**src/rtl/audio_src_fade_mux.sv**
```systemverilog
// audio_src_fade_mux: routes one of NUM_SRC ready/valid stereo sources to the audio_codec write port.
// Define AUDIO_SRC_FADE_EN to ramp the gain down and back up around a source switch so it never clicks.
module audio_src_fade_mux #(
  parameter int DATA_W    = 24,
  parameter int NUM_SRC   = 4,
  parameter int SEL_W     = 2,
  parameter int FADE_BITS = 4
) (
  input  logic                      CLOCK_50,
  input  logic                      reset,
  input  logic [SEL_W-1:0]          sel,
  input  logic [NUM_SRC-1:0]        src_valid,
  output logic [NUM_SRC-1:0]        src_ready,
  input  logic [NUM_SRC*DATA_W-1:0] src_left,
  input  logic [NUM_SRC*DATA_W-1:0] src_right,
  input  logic                      write_ready,
  output logic                      write,
  output logic [DATA_W-1:0]         writedata_left,
  output logic [DATA_W-1:0]         writedata_right,
  output logic [SEL_W-1:0]          active_sel,
  output logic                      busy
);

  localparam int PROD_W = DATA_W + FADE_BITS + 2;
  localparam logic [FADE_BITS:0] FULL = {1'b1, {FADE_BITS{1'b0}}};

  logic [FADE_BITS:0]       gain;
  logic [DATA_W-1:0]        cur_left;
  logic [DATA_W-1:0]        cur_right;
  logic                     cur_valid;
  logic                     xfer;
  logic                     sel_ok;
  logic                     sel_new;
  logic signed [PROD_W-1:0] prod_left;
  logic signed [PROD_W-1:0] prod_right;
  logic [DATA_W-1:0]        scaled_left;
  logic [DATA_W-1:0]        scaled_right;

  // Only the routed source sees ready; every other source is held off, never dropped.
  always_comb begin
    cur_left  = '0;
    cur_right = '0;
    cur_valid = 1'b0;
    src_ready = '0;
    for (int i = 0; i < NUM_SRC; i++) begin
      if (active_sel == SEL_W'(i)) begin
        cur_left     = src_left[i*DATA_W +: DATA_W];
        cur_right    = src_right[i*DATA_W +: DATA_W];
        cur_valid    = src_valid[i];
        src_ready[i] = src_valid[i] & write_ready & ~reset;
      end
    end
  end

  assign xfer    = cur_valid & write_ready & ~reset;
  assign sel_ok  = ({1'b0, sel} < (SEL_W+1)'(NUM_SRC));
  assign sel_new = sel_ok & (sel != active_sel);

  // Signed sample times non-negative gain; gain <= FULL so the shifted result always fits.
  assign prod_left    = PROD_W'($signed(cur_left))  * $signed(PROD_W'({1'b0, gain}));
  assign prod_right   = PROD_W'($signed(cur_right)) * $signed(PROD_W'({1'b0, gain}));
  assign scaled_left  = DATA_W'(prod_left  >>> FADE_BITS);
  assign scaled_right = DATA_W'(prod_right >>> FADE_BITS);

  always_ff @(posedge CLOCK_50) begin
    if (reset) begin
      write           <= 1'b0;
      writedata_left  <= '0;
      writedata_right <= '0;
    end else begin
      write <= xfer;
      if (xfer) begin
        writedata_left  <= scaled_left;
        writedata_right <= scaled_right;
      end
    end
  end

`ifdef AUDIO_SRC_FADE_EN
  localparam logic [FADE_BITS:0] ONE     = {{FADE_BITS{1'b0}}, 1'b1};
  localparam logic [FADE_BITS:0] FULL_M1 = {1'b0, {FADE_BITS{1'b1}}};

  typedef enum logic [1:0] {RUN, FADE_OUT, FADE_IN} fade_state_t;
  fade_state_t state;

  // Gain moves only on a transfer, so backpressure or a stalled source freezes the ramp.
  always_ff @(posedge CLOCK_50) begin
    if (reset) begin
      state      <= RUN;
      gain       <= FULL;
      active_sel <= '0;
    end else begin
      case (state)
        RUN: begin
          gain <= FULL;
          if (sel_new) state <= FADE_OUT;
        end
        FADE_OUT: begin
          if (xfer && gain != '0) gain <= gain - 1'b1;
          if (gain == '0 || (xfer && gain == ONE)) begin
            if (sel_ok) active_sel <= sel;
            state <= FADE_IN;
          end else if (!sel_new) begin
            state <= FADE_IN;
          end
        end
        FADE_IN: begin
          if (xfer && gain != FULL) gain <= gain + 1'b1;
          if (sel_new) state <= FADE_OUT;
          else if (gain == FULL || (xfer && gain == FULL_M1)) state <= RUN;
        end
        default: begin
          state <= RUN;
          gain  <= FULL;
        end
      endcase
    end
  end

  assign busy = (state != RUN);
`else
  assign gain = FULL;
  assign busy = 1'b0;

  always_ff @(posedge CLOCK_50) begin
    if (reset) active_sel <= '0;
    else if (sel_new) active_sel <= sel;
  end
`endif

endmodule
```
**config.mk**
```make
export PLATFORM = sky130hd
export DESIGN_NAME = audio_src_fade_mux
export DESIGN_NICKNAME = d
export VERILOG_FILES = /design/src/rtl/audio_src_fade_mux.sv
export SDC_FILE = /design/constraint.sdc
export NUM_CORES = 1
export LEC_CHECK = 0
export BUFFER_PORTS_ARGS = -buffer_cell sky130_fd_sc_hd__buf_2
export CORE_AREA = 2 2 99 101
export DETAILED_ROUTE_END_ITERATION = 10
export DIE_AREA = 0 0 101 103
export PLACE_DENSITY = 0.72
export SYNTH_ARGS = -nofsm -noshare
export SYNTH_HDL_FRONTEND = slang
export SYNTH_SLANG_ARGS = --single-unit
export TNS_END_PERCENT = 100
```
**constraint.sdc**
```tcl
create_clock -name CLOCK_50 -period 1.8 [get_ports CLOCK_50]
set_input_delay 0.18 -clock CLOCK_50 [delete_from_list [all_inputs] [get_ports CLOCK_50]]
set_output_delay 0.18 -clock CLOCK_50 [all_outputs]
set_load 0.05 [all_outputs]
```
[Yosys cells after proc, flatten, opt, wreduce, memory -nomap -nowiden]
Cells that the tools add are included.
Operators by class
  equal/unequal tests: 4
  muxes and demuxes: 16
  bitwise gates (word level): 11
  reductions and logical operators: 1
Operator list (number)
  24-bit two-way mux: 8
  1-bit AND: 10
  1-bit two-way mux: 8
  2-bit == test, second input constant: 2
  2-bit by 1-bit == test with 1-bit output, second input constant: 1
  2-bit logical NOT: 1
  2-bit != test: 1
  1-bit NOT: 1
Word-level totals
  register bits: 51
  bits of input ports: 201

[Longest topological paths before layout]
Gate-level depths: netlist of the first run.
  depth after elaboration: 7
  gate-level depth with buffers: 7
  depth with buffers taken out: 4

[Least setup slack after synthesis of the first run]
OpenSTA, ideal clock, no wires.
  path kind: register -> output
  start point: register active_sel[0]
  end point: output port src_ready[0]
  arrival: 2192 ps
  data required time: 1620 ps
  setup slack: -572 ps
  stages on the path, launching flop included: 4
  path buffers: 2
  cell sequence: dfxtp_1 buf_2 buf_1 nor3b_1
Between the ends
  longest elaborated chain between the ends: 2
Ends and longest elaborated chain
  start: declaration: line 20  | output logic [SEL_W-1:0] active_sel,
  start signal: assignment: line 127  | else if (sel_new) active_sel <= sel;
  2-bit logical NOT: line 46  | if (active_sel == SEL_W'(i)) begin
  1-bit two-way mux: line 46
  end: declaration: line 13  | output logic [NUM_SRC-1:0] src_ready,
Every way passes these cells.

[Worst setup path after layout of the first run]
  start point: register active_sel[1]
  end point: output port src_ready[0]
Same word-level chain as after synthesis.

==> results.cfg, run 1 <==
[run_status]
status = completed

[sta]
rsz0062_at_grt = no
setup-tns-final_ns = 0
hold_viol = 0
fmax_mhz = 578.3
fin_worst_skew_ns = 0.004596
period_share = 0.9606
setup_violations = 0
period_needed_ns = 1.729
maxSlewViolCount = 0

[power_and_ir_drop]
seqPwrFrac = 0.440
p_int_w = 0.001902
power_density_nw_per_um2 = 610.5
total_leakage_power_nw = 2.110
switchingPower_w = 0.0008562
clkPwrFrac = 0.233
total_power_w = 0.002759
switching_share = 0.3104
ir_drop_mv = 0.2687
p_comb_frac = 0.327

[placed_design]
io_buffers = 255
gp_congestion = 0.8206
dpl.hpwl_um = 7514

[clock_network]
clk_pin_slew_ns = 0.09
htreeDepth = 2
clock_path_buffers = 2
cts_tree = yes
clk_latency_ns = 0.29
cts_made_buffers = 5
clock-sinks = 51
postCtsSetupBuffers = 0
cts_root_buf = clkbuf_8

[layout]
layout_common_cells = buf_2, mux2i_1, dfxtp_1
final_layout_size_suffix_gt1_frac = 0.6805
mostFrequentLayoutCell = buf_2
nets = 682
syn2layout_area_growth_pct = 51.21
nFillCells = 904
insertedDiodeCount = 0

[setup_path]
cp-start-kind = flip-flop
worstPathRequired_ns = 1.62
worst-setup-path-type = flip-flop to output pin
path_max_fanout = 5
end_kind = output pin
r2r_slack_ns = 0.11
critPathArrivalTime_ns = 1.55

[drt]
viasPerCell = 4.888
drcViolationCount = 0
drt_wl_total_um = 8864
wl_per_cell_um = 14.87
dr.pass1.iters = 4
drt_iter0_drc = 40
via_count = 2913
ant_nets = 0

[global_route]
grt_pass1_wl_um = 13180
grt_antenna_before_repair = 0
grt_max_degree = 29
gr-total-overflow = 0
grt_pass1_vias = 2923
grt_use_total = 0.1608

[logic_synthesis]
synth.distinct_cells = 17
syn_area_um2 = 2988
ys_seq_area_frac = 0.3417
yosysWarnings = 0
avgSynthCellArea_um2 = 12.88
syn_inst = 232
ys_seq_elements = 51
synth_fp_nets = 433

[die]
pin_count = 257
core.rowCount = 36
die_area_um2 = 10400
core-area_um2 = 9459
start_util = 0.3159
die_y_um = 103
die_w_um = 101

[worst_hold_path]
hold_class = input pin to flip-flop

[run]
maxCapViolations = 0
==> stage by stage <==
step / std cells / hold slack [ns] / instance area (um^2) / util / setup WS, ns
6_report: 596 / 0.08989 / 4518 / 0.4776 / 0.07087
2_1_floorplan: 232 / 0.3080 / 3007 / - / -0.06118
3_5_place_dp: 588 / 0.3999 / 4432 / 0.4685 / 0.1145
5_1_grt: 596 / 0.08571 / 4518 / 0.4776 / 0.01698
4_1_cts: 596 / 0.07758 / 4516 / 0.4774 / 0.01417
3_3_place_gp: 588 / 0.3945 / 4432 / 0.4685 / 0.1764
==> sequential cells by signal, indices dropped and copies added (netlist names) <==
name / flops
writedata_right: 24
active_sel: 2
writedata_left: 24
write: 1
==> critical path: stages, from the launching register on <==
cell      delay [ns]
dfxtp_2         0.35
or3b_4          0.43
nor3b_2         0.21
clkbuf_4        0.26
==> cell type report <==
cell class | instances | area (um^2) | area share
Multi-Input combinational cell | 158 | 1862 | 0.4121
Timing Repair Buffer | 265 | 1404 | 0.3107
Sequential cell | 51 | 1026 | 0.2271
Tap cell | 114 | 142.6 | 0.03157
Clock buffer | 6 | 72.57 | 0.01606
Clock inverter | 2 | 11.26 | 0.002492
==> power by group through the flow <==
stage / combinational, W / sequential [W] / clock [W]
2_1_floorplan: 0.000391 / 0.00142 / 0
3_5_place_dp: 0.000912 / 0.00124 / 0
3_3_place_gp: 0.000888 / 0.00124 / 0
4_1_cts: 0.000912 / 0.00122 / 0.000689
6_report: 0.000902 / 0.00122 / 0.000642
5_1_grt: 0.000968 / 0.00122 / 0.000720
==> repair_timing <==
item,CTS,global route
resized for setup,0,1
endpoints found under the hold margin,0,0
hold buffers,0,0
setup endpoints to repair,0,1
==> final timing paths <==
kind / to / start / depth (start not counted)
min reg2reg: writedata_left[11] / writedata_left[11] / 2
max: src_ready[0] / active_sel[1] / 3
min: active_sel[0] / sel[0] / 2
max reg2reg: writedata_left[20] / active_sel[1] / 5
==> per-layer routing <==
metal	share of wire	vias to the layer above	wire (um)	GRT usage
met5	0	-	0	0
met4	0.012	0	104	0.04782
met3	0.083	9	737	0.03729
met2	0.53	155	4718	0.3113
met1	0.37	1374	3304	0.1739
li1	-	1375	-	-
==> cells in the mapped netlist (all sizes together) <==
cell type	instances	area, um^2
nand3b	1	7.510
nor3b	2	15.01
clkbuf	10	37.54
conb	1	3.750
buf	13	90.08
nor2	50	187.7
nand2	2	7.510
nor2b	2	12.51
or3b	1	11.26
mux4	48	1081
mux2i	50	500.5
o22ai	1	12.51
dfxtp	51	1021
==> logic make-up (layout without fill, tap and decap cells) <==
kind of cell           count (synthesis)  count (layout)  synth area share
other                                  1               1          0.001255
AOI/OAI and AO/OA                      1               1          0.004187
DFF                                   51              51            0.3417
and+or+nand+nor                       58              58           0.08082
muxes                                 98              98            0.5293
buffers and inverters                 23             273           0.04271
No activity file was read; power rests on OpenSTA's default activity.
==> run 2, diff against run 1 <==
--- a/config.mk
+++ b/config.mk
@@ -6,10 +6,11 @@
 export NUM_CORES = 1
 export LEC_CHECK = 0
 export BUFFER_PORTS_ARGS = -buffer_cell sky130_fd_sc_hd__buf_2
-export CORE_AREA = 2 2 99 101
+export CELL_PAD_IN_SITES_DETAIL_PLACEMENT = 1
+export CELL_PAD_IN_SITES_GLOBAL_PLACEMENT = 1
+export CORE_UTILIZATION = 25
 export DETAILED_ROUTE_END_ITERATION = 10
-export DIE_AREA = 0 0 101 103
-export PLACE_DENSITY = 0.72
+export PLACE_DENSITY_LB_ADDON = 0.1
 export SYNTH_ARGS = -nofsm -noshare
 export SYNTH_HDL_FRONTEND = slang
 export SYNTH_SLANG_ARGS = --single-unit
==> run 2 against run 1 <==
Effect of this change: the flow now finishes with violations (DRC); first-iteration DRC count grew to 2.5 times the previous value; clock power grew 55%; sequential share of layout area shrank 0.63 points; hold slack gained 0.011 ns; via count is essentially flat; critical path depth is the same; cell area grew 2.9%; combinational power grew 1%; maximum frequency shrank 0.39%; critical endpoint unchanged.
==> results.cfg, run 2 (same netlist as run 1, synthesis figures left out) <==
[clock_network]
clock-sinks = 51
cts-hold-fix-buffers = 0
clk_pin_slew_ns = 0.07
htreeDepth = 2
postCtsSetupBuffers = 0
cts_root_buf = clkbuf_16
post_cts_resized = 0
cts_made_buffers = 5
clk_latency_ns = 0.28
clock_path_buffers = 2
cts_tree = yes

[sta]
fmax_mhz = 576.1
setup_violations = 0
setup-tns-final_ns = 0
period_needed_ns = 1.736
rsz0062_at_grt = no
worst_slack_ns = 0.06419
fin_worst_skew_ns = 0.004065
maxSlewViolCount = 0
hold_viol = 0
period_share = 0.9643

[drt]
drcViolationCount = 32
drt_wl_total_um = 9936
viasPerCell = 4.667
drt_iter0_drc = 101
dr.pass1.iters = 7
wl_per_cell_um = 15.92
ant_nets = 0
via_count = 2912

[global_route]
grt_pass1_vias = 3185
grt_pass1_wl_um = 15550
gr-total-overflow = 0
grt_antenna_before_repair = 0
grt_use_total = 0.1597
grt_max_degree = 35

[power_and_ir_drop]
total_leakage_power_nw = 2.147
power_density_nw_per_um2 = 671.8
ir_drop_mv = 0.3550

[layout]
syn2layout_area_growth_pct = 55.53
layout_common_cells = buf_2, mux2i_1, dfxtp_1
nets = 682
final_util = 0.4035
insertedDiodeCount = 0
mostFrequentLayoutCell = buf_2
largestRegisters = writedata_left (24), writedata_right (24), active_sel (2)
final_layout_size_suffix_gt1_frac = 0.6798

[placed_design]
gp_congestion = 0.7530
dpl.hpwl_um = 8173
dp_slack_ns = 0.09776
io_buffers = 255

[die]
die_w_um = 111.3
die_y_um = 111.3
die_area_um2 = 12390
core-area_um2 = 11520
pin_count = 257
core.rowCount = 39
start_util = 0.2595

[setup_path]
path_max_fanout = 4
cp-start-kind = flip-flop
cpPeakStageDelay_ns = 0.43
worst-setup-path-type = flip-flop to output pin
critical_path.top_delay_family = simple AND/OR/NAND/NOR gates
critPathArrivalTime_ns = 1.56
worstPathRequired_ns = 1.62
path_buf_inv = 1
critPathSlowestCell = or3b_4
end_kind = output pin
cp_cell_sequence = or3b_4, nor3b_2, buf_2

[run_status]
violations = DRC
status = complete, but fails checks

[run]
maxCapViolations = 0

[worst_hold_path]
hold_class = input pin to flip-flop
## run 2: changes by cell type in the layout (fill, tap and decap cells not counted)
cell / previous run / this run
buf_12: 4 / 6
buf_2: 254 / 255
buf_4: 6 / 4
clkbuf_16: 0 / 6
clkbuf_4: 1 / 0
clkbuf_8: 5 / 0
clkinv_2: 1 / 0
inv_4: 1 / 0
## run 2: stage by stage
step / cells / hold slack (ns) / power, W / area [um^2]
3_5_place_dp: 617 / 0.3950 / 0.002170 / 4493
5_1_grt: 624 / 0.1146 / 0.003285 / 4647
4_1_cts: 624 / 0.09785 / 0.003182 / 4647
3_3_place_gp: 617 / 0.3871 / 0.002154 / 4493
2_1_floorplan: 232 / 0.3080 / 0.001814 / 3007
6_report: 624 / 0.1012 / 0.003122 / 4647
## run 2: metal layers
| layer | wire, um | vias up | share of wire | GRT usage |
|---|---|---|---|---|
| met3 | 832 | 8 | 0.084 | 0.03991 |
| met5 | 0 | - | 0 | 0 |
| met2 | 5465 | 143 | 0.55 | 0.3146 |
| li1 | - | 1371 | - | - |
| met1 | 3491 | 1390 | 0.35 | 0.1643 |
| met4 | 146 | 0 | 0.015 | 0.04685 |
## run 2: path summary, 6_finish.rpt
check | start | cells after the start | slack [ns] | end
setup reg to reg | active_sel[1] | 5 | 0.10 | writedata_left[18]
setup / recovery | active_sel[1] | 3 | 0.06 | src_ready[0]
hold / removal | sel[0] | 2 | 0.10 | active_sel[0]
hold reg to reg | writedata_right[5] | 2 | 0.49 | writedata_right[5]
## run 2: where the power goes
group / switching, W / total [W] / internal, W
Sequential: 0.0000322 / 0.00121 / 0.00118
Clock: 0.000401 / 0.000994 / 0.000593
Combinational: 0.000461 / 0.000913 / 0.000453
Total: 0.000894 / 0.00312 / 0.00223
## run 2: layout make-up
class,instances,area [um^2]
multi-input cells,158,1862
clock buffers,7,153.9
well taps,143,178.9
repair buffers,265,1426
flip-flops and latches,51,1026
fillers,1341,6869
==> run 3, diff against run 2 <==
--- a/config.mk
+++ b/config.mk
@@ -11,6 +11,7 @@
 export CORE_UTILIZATION = 25
 export DETAILED_ROUTE_END_ITERATION = 10
 export PLACE_DENSITY_LB_ADDON = 0.1
+export REMOVE_ABC_BUFFERS = 1
 export SYNTH_ARGS = -nofsm -noshare
 export SYNTH_HDL_FRONTEND = slang
 export SYNTH_SLANG_ARGS = --single-unit
==> run 3 against run 2 <==
Effect of this change: the run still ends with DRC left; non-clock buffer count decreased by 3; first-iteration DRC count increased by 3.0%; cell area decreased by 1.1%; critical path depth increased by 2; die area unchanged; sequential share of layout area increased by 0.23 points; count of clock-buffer cells in the layout unchanged; clock skew increased by 0.0016 ns; final cell count decreased by 0.32%; critical path type is now flip-flop to flip-flop.
==> results.cfg, run 3 (same netlist as run 1, synthesis figures left out) <==
[placed_design]
gp_congestion = 0.6654
place_inst = 614
dpl.hpwl_um = 7607
io_buffers = 255

[run]
maxCapViolations = 0

[global_route]
grt_pass1_vias = 3060
grt_pass1_wl_um = 15240
use_met1 = 0.1816
gr-total-overflow = 0
grt_antenna_before_repair = 0
gr-max-usage-layer = met2
grt_max_degree = 51
grtUsageMet3 = 0.03226
grt_use_total = 0.1545
use_met2 = 0.2867

[clock_network]
htreeDepth = 2
cts_root_buf = clkbuf_16
cts-hold-fix-buffers = 0
clock-sinks = 51
cts_made_buffers = 5
clk_latency_ns = 0.28
cts_tree = yes
clock_path_buffers = 2
clk_pin_slew_ns = 0.06

[setup_path]
critPathSlowestCell = or3b_4
reg2reg_from = active_sel[1]
critPathArrivalTime_ns = 1.84
cp_cell_sequence = or3b_4, o22ai_4, buf_12, mux2i_1, nor2_1
reg2reg_depth = 5
worstPathRequired_ns = 1.96
cpPeakStageDelay_ns = 0.43
worst-setup-path-type = flip-flop to flip-flop
end_kind = flip-flop
r2r_slack_ns = 0.11
critical_path.top_delay_family = simple AND/OR/NAND/NOR gates
cp-start-kind = flip-flop
r2r_end = writedata_left[19]
path_max_fanout = 27
path_buf_inv = 1

[run_status]
violations = DRC
status = complete, but fails checks

[drt]
via_count = 2907
ant_nets = 0
drcViolationCount = 38
wl_per_cell_um = 15.07
drt_iter0_drc = 104
viasPerCell = 4.674
drt_wl_total_um = 9374
dr.pass1.iters = 7

[layout]
stdcell_count = 622
multi_input_area_um2 = 1852
insertedDiodeCount = 0
nets = 679
layout_common_cells = buf_2, nor2_1, mux2i_1
largestRegisters = writedata_left (24), writedata_right (24), active_sel (2)
seqCellArea_um2 = 1026
nFillCells = 1348
syn2layout_area_growth_pct = 53.89
mostFrequentLayoutCell = buf_2
final_layout_size_suffix_gt1_frac = 0.6722

[sta]
tightest_slew_ns = 0.5294
period_needed_ns = 1.688
hold_viol = 0
period_share = 0.9379
fmax_mhz = 592.4
setup-tns-final_ns = 0
rsz0062_at_grt = no
maxSlewViolCount = 0
fin_worst_skew_ns = 0.005692
setup_violations = 0
slew_headroom = 0.6471

[die]
core-area_um2 = 11520
pin_count = 257
start_util = 0.2595
die_w_um = 111.3
die_area_um2 = 12390
core.rowCount = 39
die_y_um = 111.3

[power_and_ir_drop]
ir_drop_mv = 0.3925
power_density_nw_per_um2 = 664.4
total_leakage_power_nw = 2.126

[worst_hold_path]
hold_path_end = active_sel[0]
hold_class = input pin to flip-flop
min_from = sel[0]
worst_hold_path.num_cells = 2
run 3: how the worst max path moves through the flow:
stage                                     to  depth (start not counted)     startpoint  slack (ns)
after floorplan            writedata_left[0]                          4  active_sel[0]       -3.43
after global placement    writedata_right[1]                          5  active_sel[1]        0.15
after detailed placement  writedata_left[19]                          5  active_sel[1]        0.10
after CTS                       src_ready[0]                          3  active_sel[1]        0.02
after global routing      writedata_left[10]                          5  active_sel[1]        0.02
final                     writedata_left[19]                          5  active_sel[1]        0.11
run 3: metrics by stage:
step	utilization	cell area (um^2)	power, W	setup WS, ns	hold WS (ns)
floorplan	-	2860	0.001799	-3.431	0.2516
global placement	0.3858	4443	0.002144	0.1467	0.3962
detailed placement	0.3858	4443	0.002157	0.1020	0.4135
CTS	0.3986	4591	0.003121	0.01586	0.1192
global route	0.3993	4598	0.003223	0.01722	0.1296
finish	0.3993	4598	0.003055	0.1118	0.1153
run 3: metal layers:
metal	part of all wire	vias to the layer above
li1	-	1367
met1	0.38	1391
met2	0.52	144
met3	0.091	5
met4	0.0082	0
met5	0	-
run 3: cell type report:
class                           instances  area share
Clock buffer                            7     0.03102
Tap cell                              143     0.03891
Timing Repair Buffer                  262      0.3031
Clock inverter                          1    0.001088
Sequential cell                        51      0.2231
Multi-Input combinational cell        158      0.4027
run 3: report_power, final:
part / internal, W / total (W) / switching (W)
Combinational: 0.000445 / 0.000901 / 0.000456
Clock: 0.000552 / 0.000941 / 0.000389
Sequential: 0.00118 / 0.00121 / 0.0000308
Total: 0.00218 / 0.00306 / 0.000876
run 3: repair_timing:
item / in CTS / in global routing
setup endpoints to repair: 0 / 1
hold endpoints to repair: 0 / 0
buffers inserted: 0 / 0
resized for setup: 0 / 3
